**config.mk**
```make
export PLATFORM = sky130hd
export DESIGN_NAME = encoder_8_bit
export DESIGN_NICKNAME = d
export VERILOG_FILES = /design/src/rtl/encoder_8_bit.sv
export SDC_FILE = /design/constraint.sdc
export NUM_CORES = 1
export LEC_CHECK = 0
export BUFFER_PORTS_ARGS = -buffer_cell sky130_fd_sc_hd__buf_2
export CAP_MARGIN = 20
export CORE_AREA = 2 2 39 41
export DETAILED_ROUTE_END_ITERATION = 6
export DIE_AREA = 0 0 41 43
export PLACE_DENSITY_LB_ADDON = 0.12
export SYNTH_ARGS = -nofsm -noshare
export SYNTH_HDL_FRONTEND = slang
export SYNTH_SLANG_ARGS = --single-unit
```
**constraint.sdc**
```tcl
create_clock -name clk -period 0.9 [get_ports clk]
set_input_delay 0.09 -clock clk [delete_from_list [all_inputs] [get_ports clk]]
set_output_delay 0.09 -clock clk [all_outputs]
set_load 0.005 [all_outputs]
```
**src/rtl/encoder_8_bit.sv**
```systemverilog
// -----------------------------------------------------------------------------
// encoder_8_bit
//   8-to-3 priority encoder. Reduces eight request bits to the binary index
//   of the winning asserted bit plus a valid flag.
//
//   Parameters
//     MSB_PRIORITY  1: highest set index wins; 0: lowest set index wins.
//     REGISTERED    1: out/valid registered (one-cycle latency);
//                   0: out/valid combinational, clk/rst_n unused.
//
//   Ports
//     clk        in   system clock, rising edge
//     rst_n      in   asynchronous active-low reset (clears out/valid)
//     out[2:0]   out  index of the winning asserted input
//     valid      out  1 when any of in0..in7 is asserted
//     in0..in7   in   request bits, in0 lowest index, in7 highest
// -----------------------------------------------------------------------------
module encoder_8_bit #(
    parameter bit MSB_PRIORITY = 1'b1,
    parameter bit REGISTERED   = 1'b1
) (
    input  logic       clk,
    input  logic       rst_n,
    output logic [2:0] out,
    output logic       valid,
    input  logic       in0,
    input  logic       in1,
    input  logic       in2,
    input  logic       in3,
    input  logic       in4,
    input  logic       in5,
    input  logic       in6,
    input  logic       in7
);

    logic [7:0] req;
    logic [2:0] enc_idx;
    logic       enc_valid;

    assign req = {in7, in6, in5, in4, in3, in2, in1, in0};

    // The scan order decides the winner: the last hit in the loop overrides
    // earlier ones, so MSB priority scans upward and LSB priority scans down.
    always_comb begin
        enc_idx   = 3'd0;
        enc_valid = |req;
        if (MSB_PRIORITY) begin
            for (int i = 0; i < 8; i++) begin
                if (req[i]) enc_idx = 3'(i);
            end
        end else begin
            for (int i = 7; i >= 0; i--) begin
                if (req[i]) enc_idx = 3'(i);
            end
        end
    end

    generate
        if (REGISTERED) begin : g_reg
            always_ff @(posedge clk or negedge rst_n) begin
                if (!rst_n) begin
                    out   <= 3'd0;
                    valid <= 1'b0;
                end else begin
                    out   <= enc_idx;
                    valid <= enc_valid;
                end
            end
        end else begin : g_comb
            // Clock and reset have no function in the combinational build.
            logic unused_clk_rst;
            assign unused_clk_rst = clk ^ rst_n;
            assign out   = enc_idx;
            assign valid = enc_valid;
        end
    endgenerate

endmodule

```
Yosys cells after proc, flatten, opt, wreduce, memory -nomap -nowiden
Cells that the tools add are included.
{"block": "classes", "muxes": 7, "n_reduce_logical": 1}
{"op": "2-to-1 mux 3 bit", "count": 5}
{"op": "OR reduction 8 bit", "count": 1}
{"op": "2-to-1 mux 2 bit", "count": 1}
{"op": "2-to-1 mux 1 bit", "count": 1}
{"block": "totals", "regBits": 4, "wordCells": 10, "input_bits": 10}

Logic depth before layout (Yosys ltp)
Gate-level depths: netlist of the first run.
{"block": "logic_depth", "depth_word": 7, "mapped_depth": 3}

Least setup slack after synthesis of the first run
OpenSTA, ideal clock, no wires.
{"block": "synth_path", "kind": "input -> register", "startpoint": "in in2", "endpoint": "reg out[0]", "stages": 3, "path_buffers": 0, "required_ns": 0.775, "slack_ns": 0.453, "arrival_ns": 0.323, "cell_sequence": "inv_1 > a21oi_1 > o31ai_2"}
{"block": "synth_via", "elab_chain_cells": 6}
{"element": "from (decl)", "line": "28", "rtl": "input logic in2,"}
{"element": "2-to-1 mux 2 bit", "line": "49", "rtl": "if (req[i]) enc_idx = 3'(i);"}
{"element": "2-to-1 mux 3 bit (5 in a row)", "line": "49"}
{"element": "via enc_idx[0]", "line": "37", "rtl": "logic [2:0] enc_idx;"}
{"element": "to (signal assigned)", "line": "65", "rtl": "out <= enc_idx;"}
{"element": "to (decl)", "line": "24", "rtl": "output logic [2:0] out,"}
The timed path passes the listed nets, and every way through them passes these cells.

Worst setup path in the final report of the first run
{"block": "layout_path", "startpoint": "reg out[1]", "endpoint": "out out[1]"}
No word-level cell between the ends.

==> results of run 1 <==
per-layer routing:
layer | global-route usage (%) | wire length (um)
met2 | 6.56 | 172
met4 | 10.0 | 0
met1 | 6.47 | 150
met5 | 0 | 0
met3 | 1.57 | 60
power by group through the flow:
stage,Clock (uW),Sequential (uW),Combinational (uW)
after floorplan,0,193,17.1
after global routing,254,189,67.9
after global placement,0,191,56.2
after detailed placement,0,191,57.0
after CTS,228,189,60.5
final,215,189,59.2
cells in the mapped netlist, drive strengths merged:
cell,instances
a21oi,2
inv,2
dfrtp,4
nor2,4
o31ai,2
nand4,1
nand2,1
cells by family (layout without fill, tap and decap cells):
logic type	after synthesis	after routing	share of synthesized area (%)
flops	4	4	60.2
compound gates	4	4	20.3
simple gates	6	6	15.0
buf+inv	2	19	4.51
through the flow:
step	cells	total power, uW
finish	49	463
CTS	49	478
detailed placement	45	248
floorplan	16	210
global placement	45	247
global route	49	510
registers in the layout (all words and copies together) (netlist names):
signal	count
out	3
valid	1
worst max path at each step:
stage | slack, ns | startpoint | endpoint | cells past startpoint
floorplan | 0.45 | in2 | out[0]$_DFF_PN0_ | 3
global placement | 0.26 | in6 | valid$_DFF_PN0_ | 3
detailed placement | 0.27 | in6 | valid$_DFF_PN0_ | 3
CTS | 0.10 | out[1]$_DFF_PN0_ | out[1] | 1
global route | 0.08 | out[1]$_DFF_PN0_ | out[1] | 1
finish | 0.11 | out[1]$_DFF_PN0_ | out[1] | 1
layout make-up:
cell class / count / area share [%]
Clock buffer: 3 / 7.93
Inverter: 2 / 2.64
Multi-Input combinational cell: 10 / 20.7
Sequential cell: 4 / 35.2
Tap cell: 16 / 7.05
Timing Repair Buffer: 14 / 26.4
==> metrics.yaml, run 1 <==
status:
  status: "completed"
final_layout:
  num-nets-final: 45
  final_cell_mix: "buf_2, nor2_1, dfrtp_1"
  fill_cells: 163
  multi_input_area_um2: 58.8
  drive_gt1_share_pct: 57.6
  fin_util_pct: 20.5
  final_common_cell: "buf_2"
  ff_latch_area_um2: 100
  antenna-diode-count: 0
  final_area_um2: 284
  syn_to_final_growth_pct: 70.7
sta:
  slew_violations: 0
  worst_pin_slew_ns: 0.200
  period_minus_slack_ns: 0.788
  hold_viol: 0
  tns_ns: 0
  postLayoutSetupSlackWorst_ns: 0.112
  rsz0062_at_grt: "no"
  slew_headroom_pct: 86.5
  fmax_mhz: 1270
  setup_viol: 0
  hold_slack_ns: 0.0744
  fin_crit_sh_pct: 87.6
cts:
  clkSinkCount: 4
  clock_path_buffers: 2
  cts.clk_slew.worst_paths_ns: 0.04
  cts_hold_buf: 1
  cts_buffers: 3
  root_buffer: "clkbuf_4"
  cts_tree: "yes"
  cts.htree.levels: 1
  post_cts_buffers: 0
  cts-resized-gates: 0
synthesis:
  seq_area_frac_synth_pct: 60.2
  syn-instance-count: 16
  syn-num-nets: 26
  avgSynthCellArea_um2: 10.4
  synth_cell_types: 10
  syn_area_um2: 166
  ys_top_cells_by_area: "dfrtp_1, nor2_1, o31ai_2"
  ys_seq_elements: 4
  ys.warnings.count: 0
  synth.largest_area_cell: "dfrtp_1"
  synth_top_area_share_pct: 60.2
route:
  vias_per_cell: 3.65
  drtIter0Drc: 2
  first_pass_iters: 3
  drcViolationCount: 0
  via_count: 179
  post_drt_wl_per_cell_um: 7.82
  ant_nets: 0
  wl_um: 383
global_routing:
  grt_max_degree: 5
  antenna_found_initial: 0
  grt-ovfl-total: 0
  grt_pass1_wl_um: 607
  grt_pass1_vias: 169
  track_usage_pct: 5.94
power:
  p_leak_uw: 0.000128
  power_frac_seq_pct: 40.8
  power_density_mw_per_mm2: 1630
  power_switching_uw: 97.2
  p_comb_share_pct: 12.8
  clkPwrFrac_pct: 46.4
  p_sw_share_pct: 21.0
  ir_worst_vdd_v: 0.000351
  p_int_uw: 366
setup_path:
  start_kind: "flip-flop"
  crit_family: "flip-flops"
  slowest_delay_ns: 0.35
  cp_slowest_cell: "dfrtp_1"
  path_class: "flip-flop to output pin"
  critPathCaptureType: "output pin"
  crit_chain: "buf_2"
  crit_fanout: 1
  cp.buffers_inverters: 1
  crit_arrival_ns: 0.70
  crit_required_ns: 0.81
die:
  dieArea_mm2: 0.00176
  io_pins: 14
  core_mm2: 0.00138
  initial_core_util_pct: 12.0
  die_width_um: 41
  rows: 14
  die_y_um: 43
min_path:
  hold_depth: 2
  hold_end: "out[0]$_DFF_PN0_"
  hold_class: "primary input to flip-flop"
  hold_start: "in4"
placed_design:
  port_buffers: 13
  post_dp_cell_area_um2: 251
  place.gp.congestion: 0.628
  hpwl_um: 324
  preCtsSetupSlack_ns: 0.269
flow_run:
  cap_violations: 0
(Power assumes the default switching activity.)
==> run 2: changes to the inputs <==
- PLACE_DENSITY: not set -> 0.41
- PLACE_DENSITY_LB_ADDON: 0.12 -> not set
- SKIP_LAST_GASP: not set -> 1
==> run 2 against run 1 <==
Clock power about the same. Total power about the same. Utilization unchanged. First-iteration DRC count down 100%. Highest routed layer unchanged. Count of clock-buffer cells in the layout unchanged. Hold slack about the same. Largest power group unchanged. Maximum frequency up 0.80%. Critical endpoint is now valid. Via count down 6.1%. Non-clock buffer count unchanged. Flip-flop and latch count unchanged. Largest cell class unchanged.
==> metrics.yaml, run 2 (synthesis results as in run 1) <==
status:
  status: "completed"  # unchanged
flow_run:
  cap_violations: 0  # unchanged
cts:
  post_cts_buffers: 0  # unchanged
  clock_path_buffers: 2  # unchanged
  clkSinkCount: 4  # unchanged
  cts_buffers: 3  # unchanged
  cts_hold_buf: 1  # unchanged
  cts-resized-gates: 0  # unchanged
  cts_tree: "yes"  # unchanged
  cts.htree.levels: 1  # unchanged
  root_buffer: "clkbuf_4"  # unchanged
  cts.clk_slew.worst_paths_ns: 0.04  # about the same
die:
  core_mm2: 0.00138  # unchanged
  rows: 14  # unchanged
  io_pins: 14  # unchanged
  initial_core_util_pct: 12.0  # unchanged
  dieArea_mm2: 0.00176  # unchanged
  die_y_um: 43  # unchanged
  die_width_um: 41  # unchanged
power:
  power_density_mw_per_mm2: 1630  # about the same
  p_leak_uw: 0.000128  # unchanged
  ir_worst_vdd_v: 0.000300  # was 0.000351 V
setup_path:
  path_class: "flip-flop to output pin"  # unchanged
  critPathCaptureType: "output pin"  # unchanged
  cp_slowest_cell: "dfrtp_1"  # unchanged
  slowest_delay_ns: 0.34  # was 0.35 ns
  crit_chain: "buf_2"  # unchanged
  crit_fanout: 1  # unchanged
  crit_arrival_ns: 0.69  # was 0.70 ns
  start_kind: "flip-flop"  # unchanged
  crit_required_ns: 0.81  # about the same
  crit_family: "flip-flops"  # unchanged
  cp.buffers_inverters: 1  # unchanged
placed_design:
  post_dp_cell_area_um2: 251  # unchanged
  place.gp.congestion: 0.630  # was 0.628
  hpwl_um: 343  # was 324 um
  port_buffers: 13  # unchanged
  dp_cells: 45  # unchanged
route:
  wl_um: 394  # was 383 um
  drcViolationCount: 0  # unchanged
  ant_nets: 0  # unchanged
  first_pass_iters: 1  # was 3
  post_drt_wl_per_cell_um: 8.04  # was 7.82 um
  drtIter0Drc: 0  # was 2
  vias_per_cell: 3.43  # was 3.65
  via_count: 168  # was 179
global_routing:
  grt-ovfl-total: 0  # unchanged
  grt_max_degree: 5  # unchanged
  grt_pass1_vias: 145  # was 169
  antenna_found_initial: 0  # unchanged
  grt_pass1_wl_um: 558  # was 607 um
  track_usage_pct: 5.33  # was 5.94%
final_layout:
  largest_register_ffs: 3  # unchanged
  antenna-diode-count: 0  # unchanged
  fin_util_pct: 20.5  # unchanged
  num-nets-final: 45  # unchanged
  reg_top3: "out x3, valid x1"  # unchanged
  final_cell_mix: "buf_2, nor2_1, dfrtp_1"  # unchanged
  finalNonFillerCells: 49  # unchanged
  final_area_um2: 284  # unchanged
  drive_gt1_share_pct: 57.6  # unchanged
  syn_to_final_growth_pct: 70.7  # unchanged
  largest_register: "out"  # unchanged
  fill_cells: 155  # was 163
  final_common_cell: "buf_2"  # unchanged
sta:
  slew_headroom_pct: 87.7  # was 86.5%
  worst_pin_slew_ns: 0.183  # was 0.200 ns
  rsz0062_at_grt: "no"  # unchanged
  hold_viol: 0  # unchanged
  fmax_mhz: 1280  # was 1270 MHz
  fin_crit_sh_pct: 86.9  # was 87.6%
  setup_viol: 0  # unchanged
  slew_violations: 0  # unchanged
  hold_slack_ns: 0.0749  # was 0.0744 ns
  tns_ns: 0  # unchanged
  period_minus_slack_ns: 0.782  # was 0.788 ns
min_path:
  hold_class: "primary input to flip-flop"  # unchanged
run 2: final timing paths:
path / start / endpoint / slack (ns) / cells after the start
worst max-delay path: valid$_DFF_PN0_ / valid / 0.12 / 1
worst min-delay path: in0 / valid$_DFF_PN0_ / 0.07 / 3
max in group asynchronous: rst_n / out[0]$_DFF_PN0_ / 0.59 / 2
min in group asynchronous: rst_n / valid$_DFF_PN0_ / 0.19 / 2
run 2: through the flow:
stage	setup slack (ns)	total power, uW
after global placement	0.277	249
final	0.118	463
after global routing	0.0853	496
after floorplan	0.453	210
after CTS	0.103	477
after detailed placement	0.257	249
run 2: final cells by class:
type	instances	area (um2)	area share [%]
Sequential cell	4	100	35.2
Timing Repair Buffer	14	75.1	26.4
Multi-Input combinational cell	10	58.8	20.7
Tap cell	16	20.0	7.05
Clock buffer	3	22.5	7.93
Inverter	2	7.51	2.64
run 2: power breakdown:
part | internal, uW | total, uW | leakage [uW] | switching (uW)
combinational | 29.9 | 60.1 | 0.0000760 | 30.2
sequential | 188 | 189 | 0.0000386 | 1.10
clock | 149 | 215 | 0.0000138 | 65.9
run 2: metal layers:
layer | up-vias | share of wire, % | GRT usage, %
li1 | 89 | - | -
met1 | 65 | 42 | 6.45
met2 | 14 | 37 | 5.31
met3 | 0 | 21 | 3.66
met4 | 0 | 0 | 6.00
met5 | - | 0 | 0
==> run 3: changes to the inputs <==
- PLACE_DENSITY: 0.41 -> 0.31
==> run 3 against run 2 <==
Utilization unchanged. Die area unchanged. Via count increased by 5.4%. Combinational power decreased by 2%. Worst setup slack got worse by 0.0044 ns. Critical path type unchanged. Largest power group unchanged.
==> metrics.yaml, run 3 (synthesis results as in run 1) <==
final_layout:
  largest_register_ffs: 3  # unchanged
  syn_to_final_growth_pct: 70.7  # unchanged
  antenna-diode-count: 0  # unchanged
  final_common_cell: "buf_2"  # unchanged
  num-nets-final: 45  # unchanged
  drive_gt1_share_pct: 57.6  # unchanged
  largest_register: "out"  # unchanged
  reg_top3: "out x3, valid x1"  # unchanged
  final_cell_mix: "buf_2, nor2_1, dfrtp_1"  # unchanged
placed_design:
  hpwl_um: 309  # was 343 um
  port_buffers: 13  # unchanged
  place.gp.congestion: 0.660  # was 0.630
power:
  power_density_mw_per_mm2: 1640  # was 1630 mW/mm2
  ir_worst_vdd_v: 0.000252  # was 0.000300 V
  p_leak_uw: 0.000128  # unchanged
global_routing:
  track_usage_pct: 5.33  # unchanged
  grt_pass1_wl_um: 524  # was 558 um
  grt-ovfl-total: 0  # unchanged
  grt.met1_usage_pct: 5.16  # was 6.45%
  antenna_found_initial: 0  # unchanged
  use_met2_pct: 5.94  # was 5.31%
  grtUsageMet3_pct: 1.57  # was 3.66%
  grt_max_degree: 5  # unchanged
  gr-max-usage-layer: "met4"  # was met1
  grt_pass1_vias: 164  # was 145
sta:
  hold_viol: 0  # unchanged
  worst_pin_slew_ns: 0.210  # was 0.183 ns
  slew_headroom_pct: 85.9  # was 87.7%
  slew_violations: 0  # unchanged
  rsz0062_at_grt: "no"  # unchanged
  tns_ns: 0  # unchanged
  setup_viol: 0  # unchanged
  period_minus_slack_ns: 0.786  # was 0.782 ns
  fmax_mhz: 1270  # was 1280 MHz
  fin_crit_sh_pct: 87.4  # was 86.9%
  hold_slack_ns: 0.0675  # was 0.0749 ns
setup_path:
  crit_required_ns: 0.81  # about the same
  cp_slowest_cell: "dfrtp_1"  # unchanged
  path_class: "flip-flop to output pin"  # unchanged
  crit_chain: "buf_2"  # unchanged
  crit_fanout: 1  # unchanged
  crit_arrival_ns: 0.70  # was 0.69 ns
  critPathCaptureType: "output pin"  # unchanged
  cp.buffers_inverters: 1  # unchanged
  slowest_delay_ns: 0.34  # about the same
  crit_family: "flip-flops"  # unchanged
  start_kind: "flip-flop"  # unchanged
die:
  core_mm2: 0.00138  # unchanged
  io_pins: 14  # unchanged
  die_width_um: 41  # unchanged
  initial_core_util_pct: 12.0  # unchanged
  rows: 14  # unchanged
  dieArea_mm2: 0.00176  # unchanged
  die_y_um: 43  # unchanged
route:
  first_pass_iters: 1  # unchanged
  drtIter0Drc: 0  # unchanged
  wl_um: 370  # was 394 um
  via_count: 177  # was 168
  post_drt_wl_per_cell_um: 7.55  # was 8.04 um
  ant_nets: 0  # unchanged
  vias_per_cell: 3.61  # was 3.43
  drcViolationCount: 0  # unchanged
status:
  status: "completed"  # unchanged
cts:
  cts.htree.levels: 1  # unchanged
  post_cts_buffers: 0  # unchanged
  cts-resized-gates: 0  # unchanged
  root_buffer: "clkbuf_4"  # unchanged
  cts.clk_slew.worst_paths_ns: 0.04  # about the same
  cts_buffers: 3  # unchanged
  cts_hold_buf: 1  # unchanged
  clkSinkCount: 4  # unchanged
  cts_tree: "yes"  # unchanged
  clock_path_buffers: 2  # unchanged
min_path:
  hold_class: "primary input to flip-flop"  # unchanged
flow_run:
  cap_violations: 0  # unchanged
[run 3: metal layers]
layer,vias to the layer above,part of all wire [%]
li1,90,-
met1,69,41
met2,16,34
met3,2,19
met4,0,5.1
met5,-,0
[run 3: cell type report]
class	count	area (um2)
Inverter	2	7.51
Multi-Input combinational cell	10	58.8
Sequential cell	4	100
Clock buffer	3	22.5
Tap cell	16	20.0
Timing Repair Buffer	14	75.1
Fill cell	155	1100
[run 3: per-stage QoR]
| stage | power [uW] | worst slack, ns | area (um2) | cells | utilization, % |
|---|---|---|---|---|---|
| floorplan | 210 | 0.453 | 166 | 16 | - |
| global placement | 246 | 0.276 | 251 | 45 | 18.2 |
| detailed placement | 248 | 0.263 | 251 | 45 | 18.2 |
| CTS | 482 | 0.0986 | 284 | 49 | 20.5 |
| global route | 499 | 0.0809 | 284 | 49 | 20.5 |
| finish | 465 | 0.114 | 284 | 49 | 20.5 |
[run 3: power by group]
| group | total (uW) | internal [uW] | switching (uW) |
|---|---|---|---|
| clock | 217 | 149 | 68.3 |
| combinational | 59.0 | 29.9 | 29.1 |
| sequential | 189 | 188 | 1.25 |
[run 3: worst paths after layout]
| check | start | endpoint | slack, ns | cells after the start |
|---|---|---|---|---|
| max in group asynchronous | rst_n | out[1]$_DFF_PN0_ | 0.60 | 2 |
| setup / recovery | out[0]$_DFF_PN0_ | out[0] | 0.11 | 1 |
| hold / removal | in4 | out[0]$_DFF_PN0_ | 0.07 | 2 |
| min in group asynchronous | rst_n | out[2]$_DFF_PN0_ | 0.19 | 2 |
